<file path="src/rtl/bin2bcd_seq_pkg.sv">
// Shared constants and state encoding for the binary-to-BCD converter.
// BCD_DIGITS is also consumed by the seven-segment display driver.
package bin2bcd_seq_pkg;
  localparam int BCD_DIGITS = 4;
  localparam int BCD_W      = 4 * BCD_DIGITS;
  localparam int MAX_DEC    = 9999;
  localparam int BIN_W_DEF  = 14;

  typedef enum logic {
    ST_IDLE  = 1'b0,
    ST_SHIFT = 1'b1
  } state_e;
endpackage

</file>
<file path="src/rtl/bin2bcd_seq_dabble_adjust.sv">
// One double-dabble correction step for a single BCD nibble: add 3 when >= 5.
module dabble_adjust (
  input  logic [3:0] i_nib,
  output logic [3:0] o_nib
);
  assign o_nib = (i_nib >= 4'd5) ? (i_nib + 4'd3) : i_nib;
endmodule

</file>
<file path="src/rtl/bin2bcd_seq.sv">
// Sequential shift-and-add-3 binary-to-BCD converter, one bit per clock.
// Result digits are registered and only change in the Done cycle.
module bin2bcd_seq
  import bin2bcd_seq_pkg::*;
#(
  parameter int BIN_W = BIN_W_DEF
) (
  input  logic             i_clk,
  input  logic             i_reset,
  input  logic             i_start,
  input  logic [BIN_W-1:0] i_bin,
  output logic             o_busy,
  output logic             o_done,
  output logic             o_overflow,
  output logic [3:0]       o_bcd3,
  output logic [3:0]       o_bcd2,
  output logic [3:0]       o_bcd1,
  output logic [3:0]       o_bcd0,
  output state_e           o_state
);
  localparam int               CNT_W   = $clog2(BIN_W + 1);
  localparam logic [BIN_W-1:0] MAX_BIN = BIN_W'(MAX_DEC);

  state_e                   r_state;
  state_e                   w_next;
  logic [BCD_W-1:0]         r_bcd;
  logic [BIN_W-1:0]         r_bin;
  logic [CNT_W-1:0]         r_cnt;
  logic                     r_ovf_pend;
  logic                     r_done;
  logic                     r_ovf;
  logic [BCD_W-1:0]         r_digits;
  logic [BCD_W-1:0]         w_bcd_adj;
  logic [BCD_W+BIN_W-1:0]   w_sh;
  logic                     w_last;
  logic                     w_accept;
  logic                     w_ovf_in;
  logic [BIN_W-1:0]         w_sat;

  for (genvar g = 0; g < BCD_DIGITS; g++) begin : g_adj
    dabble_adjust u_adj (
      .i_nib (r_bcd[4*g +: 4]),
      .o_nib (w_bcd_adj[4*g +: 4])
    );
  end

  // Adjusted BCD and remaining binary move left together as one register.
  assign w_sh     = {w_bcd_adj, r_bin} << 1;
  assign w_last   = (r_cnt == CNT_W'(1));
  assign w_accept = (r_state == ST_IDLE) && i_start;
  assign w_ovf_in = (i_bin > MAX_BIN);
  assign w_sat    = w_ovf_in ? MAX_BIN : i_bin;

  always_comb begin
    w_next = r_state;
    case (r_state)
      ST_IDLE:  if (i_start) w_next = ST_SHIFT;
      ST_SHIFT: if (w_last)  w_next = ST_IDLE;
      default:  w_next = ST_IDLE;
    endcase
  end

  always_ff @(posedge i_clk) begin
    if (!i_reset) r_state <= ST_IDLE;
    else          r_state <= w_next;
  end

  always_ff @(posedge i_clk) begin
    if (!i_reset) begin
      r_bcd      <= '0;
      r_bin      <= '0;
      r_cnt      <= '0;
      r_ovf_pend <= 1'b0;
      r_done     <= 1'b0;
      r_ovf      <= 1'b0;
      r_digits   <= '0;
    end else begin
      r_done <= 1'b0;
      if (w_accept) begin
        r_bin      <= w_sat;
        r_bcd      <= '0;
        r_ovf_pend <= w_ovf_in;
        r_cnt      <= CNT_W'(BIN_W);
      end else if (r_state == ST_SHIFT) begin
        r_bcd <= w_sh[BCD_W+BIN_W-1:BIN_W];
        r_bin <= w_sh[BIN_W-1:0];
        r_cnt <= r_cnt - CNT_W'(1);
        // Final shift goes straight to the display registers.
        if (w_last) begin
          r_digits <= w_sh[BCD_W+BIN_W-1:BIN_W];
          r_ovf    <= r_ovf_pend;
          r_done   <= 1'b1;
        end
      end
    end
  end

  assign o_busy     = (r_state == ST_SHIFT);
  assign o_done     = r_done;
  assign o_overflow = r_ovf;
  assign o_bcd3     = r_digits[15:12];
  assign o_bcd2     = r_digits[11:8];
  assign o_bcd1     = r_digits[7:4];
  assign o_bcd0     = r_digits[3:0];
  assign o_state    = r_state;
endmodule

</file>
<file path="config.mk">
export PLATFORM = sky130hd
export DESIGN_NAME = bin2bcd_seq
export DESIGN_NICKNAME = d
export VERILOG_FILES = /design/src/rtl/bin2bcd_seq_pkg.sv /design/src/rtl/bin2bcd_seq_dabble_adjust.sv /design/src/rtl/bin2bcd_seq.sv
export SDC_FILE = /design/constraint.sdc
export NUM_CORES = 1
export LEC_CHECK = 0
export ABC_AREA = 1
export BUFFER_PORTS_ARGS = -buffer_cell sky130_fd_sc_hd__buf_4
export CORE_ASPECT_RATIO = 0.7
export CORE_MARGIN = 2
export CORE_UTILIZATION = 56
export CTS_CLUSTER_DIAMETER = 30
export DETAILED_ROUTE_END_ITERATION = 8
export PLACE_DENSITY = 0.78
export SYNTH_ARGS = -nofsm -noshare
export SYNTH_HDL_FRONTEND = slang
export SYNTH_SLANG_ARGS = --single-unit
</file>
<file path="constraint.sdc">
create_clock -name i_clk -period 1.7 [get_ports i_clk]
set_input_delay 0.34 -clock i_clk [delete_from_list [all_inputs] [get_ports i_clk]]
set_output_delay 0.34 -clock i_clk [all_outputs]
set_load 0.1 [all_outputs]
</file>
==> flow_metrics.env, run 1 <==
export IMPL_outcome="completed"
export IMPL_ant_nets=0
export IMPL_postSynthCellCount=348
export IMPL_ys_seq_area_share_pct=42.84
export IMPL_grt_pass1_vias=2032
export IMPL_post_cts_setup_buffers=0
export IMPL_cp_end_kind="output port"
export IMPL_htree_levels=2
export IMPL_syn_area_per_cell_um2=7.252
export IMPL_antenna_found_initial=0
export IMPL_drtPass1Iterations=4
export IMPL_root_buffer="clkbuf_8"
export IMPL_vdd_drop_max_uv=537.4
export IMPL_maxCapViolCount=0
export IMPL_synth_cell_types=30
export IMPL_slowest_stage="dfxtp_2"
export IMPL_finClkSkew_ns=0.008224
export IMPL_synth_fp_nets=375
export IMPL_tritoncts="yes"
export IMPL_antenna_cells=0
export IMPL_slew_viol_final=0
export IMPL_cp_top_family="flip-flops"
export IMPL_p_per_area_nw_per_um2=891.3
export IMPL_p_leak_nw=1.424
export IMPL_drc=0
export IMPL_clockBufferDepth=2
export IMPL_dp_hpwl_um=3905
export IMPL_dieHeight_um=60.17
export IMPL_ys_ff_latch=54
export IMPL_ctsHoldBuffers=0
export IMPL_hold_viol=0
export IMPL_fp_dieW_um=84.24
export IMPL_port_buffers=36
export IMPL_crit_type="reg2out"
export IMPL_first_iter_violations=120
export IMPL_period_share_pct=91.66
export IMPL_fin_hold_ws_ns=0.3206
export IMPL_row_count=20
export IMPL_grt_usage_pct=22.80
export IMPL_layout_min_cycle_time_ns=1.558
export IMPL_vias_per_cell=5.021
export IMPL_grt_start_max_net_pins=18
export IMPL_hold_class="in2reg"
export IMPL_cts_sinks=54
export IMPL_initial_core_util_pct=58.29
export IMPL_crit_buf_inv=1
export IMPL_die_area_um2=5068
export IMPL_setup_violations=0
export IMPL_max_slew_margin_pct=71.63
export IMPL_top_level_ports=37
export IMPL_rsz0062_at_grt="no"
export IMPL_r2r_slack_ns=0.21
export IMPL_area_delta_synth_final_pct=16.11
export IMPL_crit_path_max_incr_delay_ns=0.56
export IMPL_vias=2204
export IMPL_post_cts_resized=0
export IMPL_clock_latency_ns=0.30
export IMPL_synth_area_um2=2524
export IMPL_cp_max_fo=15
export IMPL_timing_fmax_ghz=0.6417
export IMPL_grt_pass1_wl_um=9108
export IMPL_wl_per_cell_um=12.19
export IMPL_overflow=0
export IMPL_cp_arrival_ns=1.22
export IMPL_core_um2=4329
export IMPL_routed_wl_um=5351
export IMPL_drive_gt1_share_pct=15.36
export IMPL_crit_chain="buf_4"
export IMPL_setup_tns_ns=0
export IMPL_clk_pin_slew_ns=0.09
export IMPL_critPathLaunchType="register"
export IMPL_final_nets=410
export IMPL_cts_buffers=5
export IMPL_yosysWarnings=0
export IMPL_worst_pin_slew_ns=0.4245
export IMPL_place_gp_congestion=0.8342
export IMPL_crit_required_ns=1.36
## report_power, final
group / leakage (nW) / switching [mW] / internal (mW)
combinational: 0.932 / 0.247 / 0.133
sequential: 0.441 / 0.0486 / 1.33
clock: 0.0514 / 0.418 / 0.440
## cell type report
type / instances / area [µm²]
Sequential cell: 54 / 1082
Fill cell: 390 / 1399
Clock inverter: 2 / 37.54
Multi-Input combinational cell: 226 / 1152
Tap cell: 55 / 68.82
Clock buffer: 6 / 72.57
Timing Repair Buffer: 41 / 307.8
Inverter: 55 / 209.0
## worst paths after layout
kind,startpoint,end,cells after the start
setup / recovery,o_busy$_SDFF_PN0_,o_state,1
hold reg to reg,r_digits[10]$_SDFFE_PN0P_,r_digits[10]$_SDFFE_PN0P_,2
hold / removal,i_reset,r_bin[13]$_SDFFE_PN0P_,3
setup reg to reg,o_busy$_SDFF_PN0_,r_ovf_pend$_SDFFE_PN0P_,5
## cells in the mapped netlist, drive strengths merged
master	count	area [µm²]
nor3	4	20.02
clkbuf	4	15.01
a22oi	8	60.06
o221ai	1	8.760
a31oi	2	12.51
o21bai	3	22.52
a221oi	1	8.760
a21oi	21	105.1
nor4	1	6.260
xor2	4	35.03
buf	9	66.31
nand2	109	419.2
o21ai	40	200.2
dfxtp	54	1081
nor2	13	66.32
ha	10	125.1
nand4	2	27.53
nand3	7	35.03
inv	55	209.0
## logic make-up after synthesis
kind of cell,count (synthesis),synth area share (%)
xor gates and xnor gates,4,1.388
DFF,54,42.84
adders and majority gates,10,4.958
AOI/OAI and AO/OA,76,16.56
and+or+nand+nor,136,22.76
buffers and inverters,68,11.50
## placed cells by master (no fill, tap or decap), drive strengths merged
cell,n
nor2,13
inv,55
a22oi,8
nor3,4
nand4,2
nor4,1
o21bai,3
clkbuf,6
a31oi,2
bufinv,1
xor2,4
o221ai,1
dfxtp,54
buf,41
nand2,109
ha,10
clkinvlp,1
o21ai,40
nand3,7
a221oi,1
a21oi,21
## stage by stage
| step | utilization [%] | cells | cell area [µm²] | total power, mW | setup slack, ns |
|---|---|---|---|---|---|
| 3_5_place_dp | 65.14 | 431 | 2820 | 1.778 | 0.2218 |
| 3_3_place_gp | 65.14 | 431 | 2820 | 1.767 | 0.2661 |
| 5_1_grt | 67.69 | 439 | 2930 | 2.728 | 0.07068 |
| 6_report | 67.69 | 439 | 2930 | 2.612 | 0.1418 |
| 4_1_cts | 67.69 | 439 | 2930 | 2.621 | 0.1350 |
| 2_1_floorplan | - | 348 | 2525 | 1.673 | 0.1477 |
## state kept, by name (all words and copies together) (netlist names)
| name | count |
|---|---|
| o_busy | 1 |
| r_cnt | 4 |
| r_ovf_pend | 1 |
| r_bin | 14 |
| r_digits | 16 |
| o_overflow | 1 |
| o_done | 1 |
| r_bcd | 16 |
## per-layer routing
metal	part of all wire [%]	track usage, %	up-vias
li1	-	-	1168
met1	52	32.77	976
met3	4.9	4.144	9
met5	0	0	-
met2	42	35.71	51
met4	0.90	5.760	0
Power figures use the tool's default switching activity.
==> inputs of run 2 (changes only) <==
--- a/config.mk
+++ b/config.mk
@@ -9,7 +9,8 @@
 export BUFFER_PORTS_ARGS = -buffer_cell sky130_fd_sc_hd__buf_4
 export CORE_ASPECT_RATIO = 0.7
 export CORE_MARGIN = 2
-export CORE_UTILIZATION = 56
+export CORE_UTILIZATION = 53
+export CTS_BUF_LIST = sky130_fd_sc_hd__clkbuf_8
 export CTS_CLUSTER_DIAMETER = 30
 export DETAILED_ROUTE_END_ITERATION = 8
 export PLACE_DENSITY = 0.78
==> constraint.sdc (replaced) <==
create_clock -name i_clk -period 1.32 [get_ports i_clk]
set_input_delay 0.264 -clock i_clk [delete_from_list [all_inputs] [get_ports i_clk]]
set_output_delay 0.264 -clock i_clk [all_outputs]
set_load 0.1 [all_outputs]
==> flow_metrics.env, run 2 (synthesis results as in run 1) <==
export IMPL_rsz0062_at_grt="yes"
export IMPL_crit_required_ns=1.06
export IMPL_crit_chain="buf_6"
export IMPL_port_buffers=36
export IMPL_p_leak_nw=1.582
export IMPL_overflow=0
export IMPL_fp_dieW_um=86.48
export IMPL_final_common_cell="nand2_1"
export IMPL_hold_viol=0
export IMPL_layout_min_cycle_time_ns=1.309
export IMPL_place_gp_congestion=0.8315
export IMPL_wl_met1_um=2885
export IMPL_vias=2340
export IMPL_wl_per_cell_um=13.31
export IMPL_timing_fmax_ghz=0.7642
export IMPL_period_share_pct=99.14
export IMPL_placed_cells_incl_taps=442
export IMPL_slowest_stage="dfxtp_4"
export IMPL_multi_input_area_um2=1323
export IMPL_reg_top3="r_bcd x16, r_digits x16, r_bin x14"
export IMPL_root_buffer="clkbuf_8"
export IMPL_grt_pass1_vias=2076
export IMPL_cts_buffers=5
export IMPL_power_total_mw=3.350
export IMPL_ant_nets=0
export IMPL_initial_core_util_pct=56.66
export IMPL_htree_levels=2
export IMPL_drive_gt1_share_pct=29.00
export IMPL_vias_per_cell=5.143
export IMPL_antenna_cells=0
export IMPL_dr_wl_met3_um=291
export IMPL_tritoncts="yes"
export IMPL_drtPass1Iterations=4
export IMPL_dieHeight_um=61.74
export IMPL_clock_latency_ns=0.31
export IMPL_clk_pin_slew_ns=0.09
export IMPL_finClkSkew_ns=0.003942
export IMPL_r2r_start="o_busy$_SDFF_PN0_"
export IMPL_maxCapViolCount=0
export IMPL_grt_usage_pct=23.28
export IMPL_cp_startpoint="o_busy$_SDFF_PN0_"
export IMPL_setup_tns_ns=0
export IMPL_crit_type="reg2out"
export IMPL_ctsHoldBuffers=0
export IMPL_p_per_area_nw_per_um2=1022
export IMPL_setup_violations=0
export IMPL_row_count=20
export IMPL_crit_buf_inv=1
export IMPL_cp_arrival_ns=1.04
export IMPL_cp_end_kind="output port"
export IMPL_outcome="completed"
export IMPL_first_iter_violations=147
export IMPL_final_nets=426
export IMPL_grt_start_max_net_pins=18
export IMPL_core_um2=4454
export IMPL_dp_hpwl_um=4243
export IMPL_max_slew_margin_pct=79.86
export IMPL_top_layer_used="met4"
export IMPL_clockBufferDepth=2
export IMPL_drc=0
export IMPL_cp_top_family="flip-flops"
export IMPL_hold_class="in2reg"
export IMPL_final_cell_mix="100 x nand2_1, 52 x buf_4, 45 x dfxtp_1, 42 x inv_1, 21 x a21oi_1"
export IMPL_instances_no_fill=455
export IMPL_worst_pin_slew_ns=0.3021
export IMPL_regArea_um2=1097
export IMPL_placed_cell_area_um2=2962
export IMPL_area_delta_synth_final_pct=29.85
export IMPL_dr_wl_met2_um=2785
export IMPL_cts_sinks=54
export IMPL_routed_wl_um=6057
export IMPL_fin_hold_ws_ns=0.2415
export IMPL_die_area_um2=5339
export IMPL_min_from="i_bin[2]"
export IMPL_top_level_ports=37
export IMPL_final_area_um2=3277
export IMPL_crit_path_max_incr_delay_ns=0.47
export IMPL_cp_max_fo=10
export IMPL_antenna_found_initial=0
export IMPL_vdd_drop_max_uv=619.0
export IMPL_fillers=355
export IMPL_grt_pass1_wl_um=9549
export IMPL_critPathLaunchType="register"
export IMPL_slew_viol_final=0
[run 2: changes by cell type in the layout (fill, tap and decap cells not counted), moves of 6 or more]
cell / before / now
dfxtp_2: 1 / 7
nand2_1: 107 / 100
o21ai_0: 30 / 20
buf_4: 41 / 52
dfxtp_1: 53 / 45
inv_2: 3 / 9
inv_1: 51 / 42
o21ai_1: 10 / 18
nand2_2: 1 / 7
[run 2: power breakdown]
| part | switching, mW | leakage (nW) | internal [mW] |
|---|---|---|---|
| clock network | 0.526 | 0.0524 | 0.417 |
| logic | 0.375 | 1.09 | 0.255 |
| registers | 0.0691 | 0.445 | 1.71 |
[run 2: final timing paths]
check,slack [ns],depth (start not counted),end
setup / recovery,0.01,1,o_busy
hold / removal,0.24,5,r_bin[2]$_SDFFE_PN0P_
hold reg to reg,0.46,2,r_digits[2]$_SDFFE_PN0P_
setup reg to reg,0.02,7,r_bcd[6]$_SDFFE_PP0P_
[run 2: cell type report]
type	count	area share, %
tap	55	2.100
timing repair buffer	57	14.43
inverter	55	6.835
clock buffer	6	2.520
clock inverter	2	0.2673
sequential	54	33.49
multi-input combinational	226	40.36
[run 2: repair_timing]
| action | CTS | global route |
|---|---|---|
| buffers inserted | 3 | 2 |
| hold endpoints to repair | 0 | 0 |
| resized for setup | 18 | 43 |
| setup endpoints to repair | 14 | 30 |
| pin swaps | 2 | 10 |
[run 2: routing by layer]
| layer | up-vias | global-route usage (%) |
|---|---|---|
| met5 | - | 0 |
| met4 | 0 | 6.473 |
| met3 | 11 | 4.756 |
| met2 | 60 | 37.69 |
| met1 | 1069 | 32.35 |
| li1 | 1200 | - |
[run 2: stage by stage]
stage / setup slack, ns / util, %
2_1_floorplan: -0.009290 / -
3_3_place_gp: -0.03717 / 66.49
3_5_place_dp: -0.1481 / 66.49
4_1_cts: -0.02350 / 69.92
5_1_grt: -0.07485 / 73.57
6_report: 0.01142 / 73.57
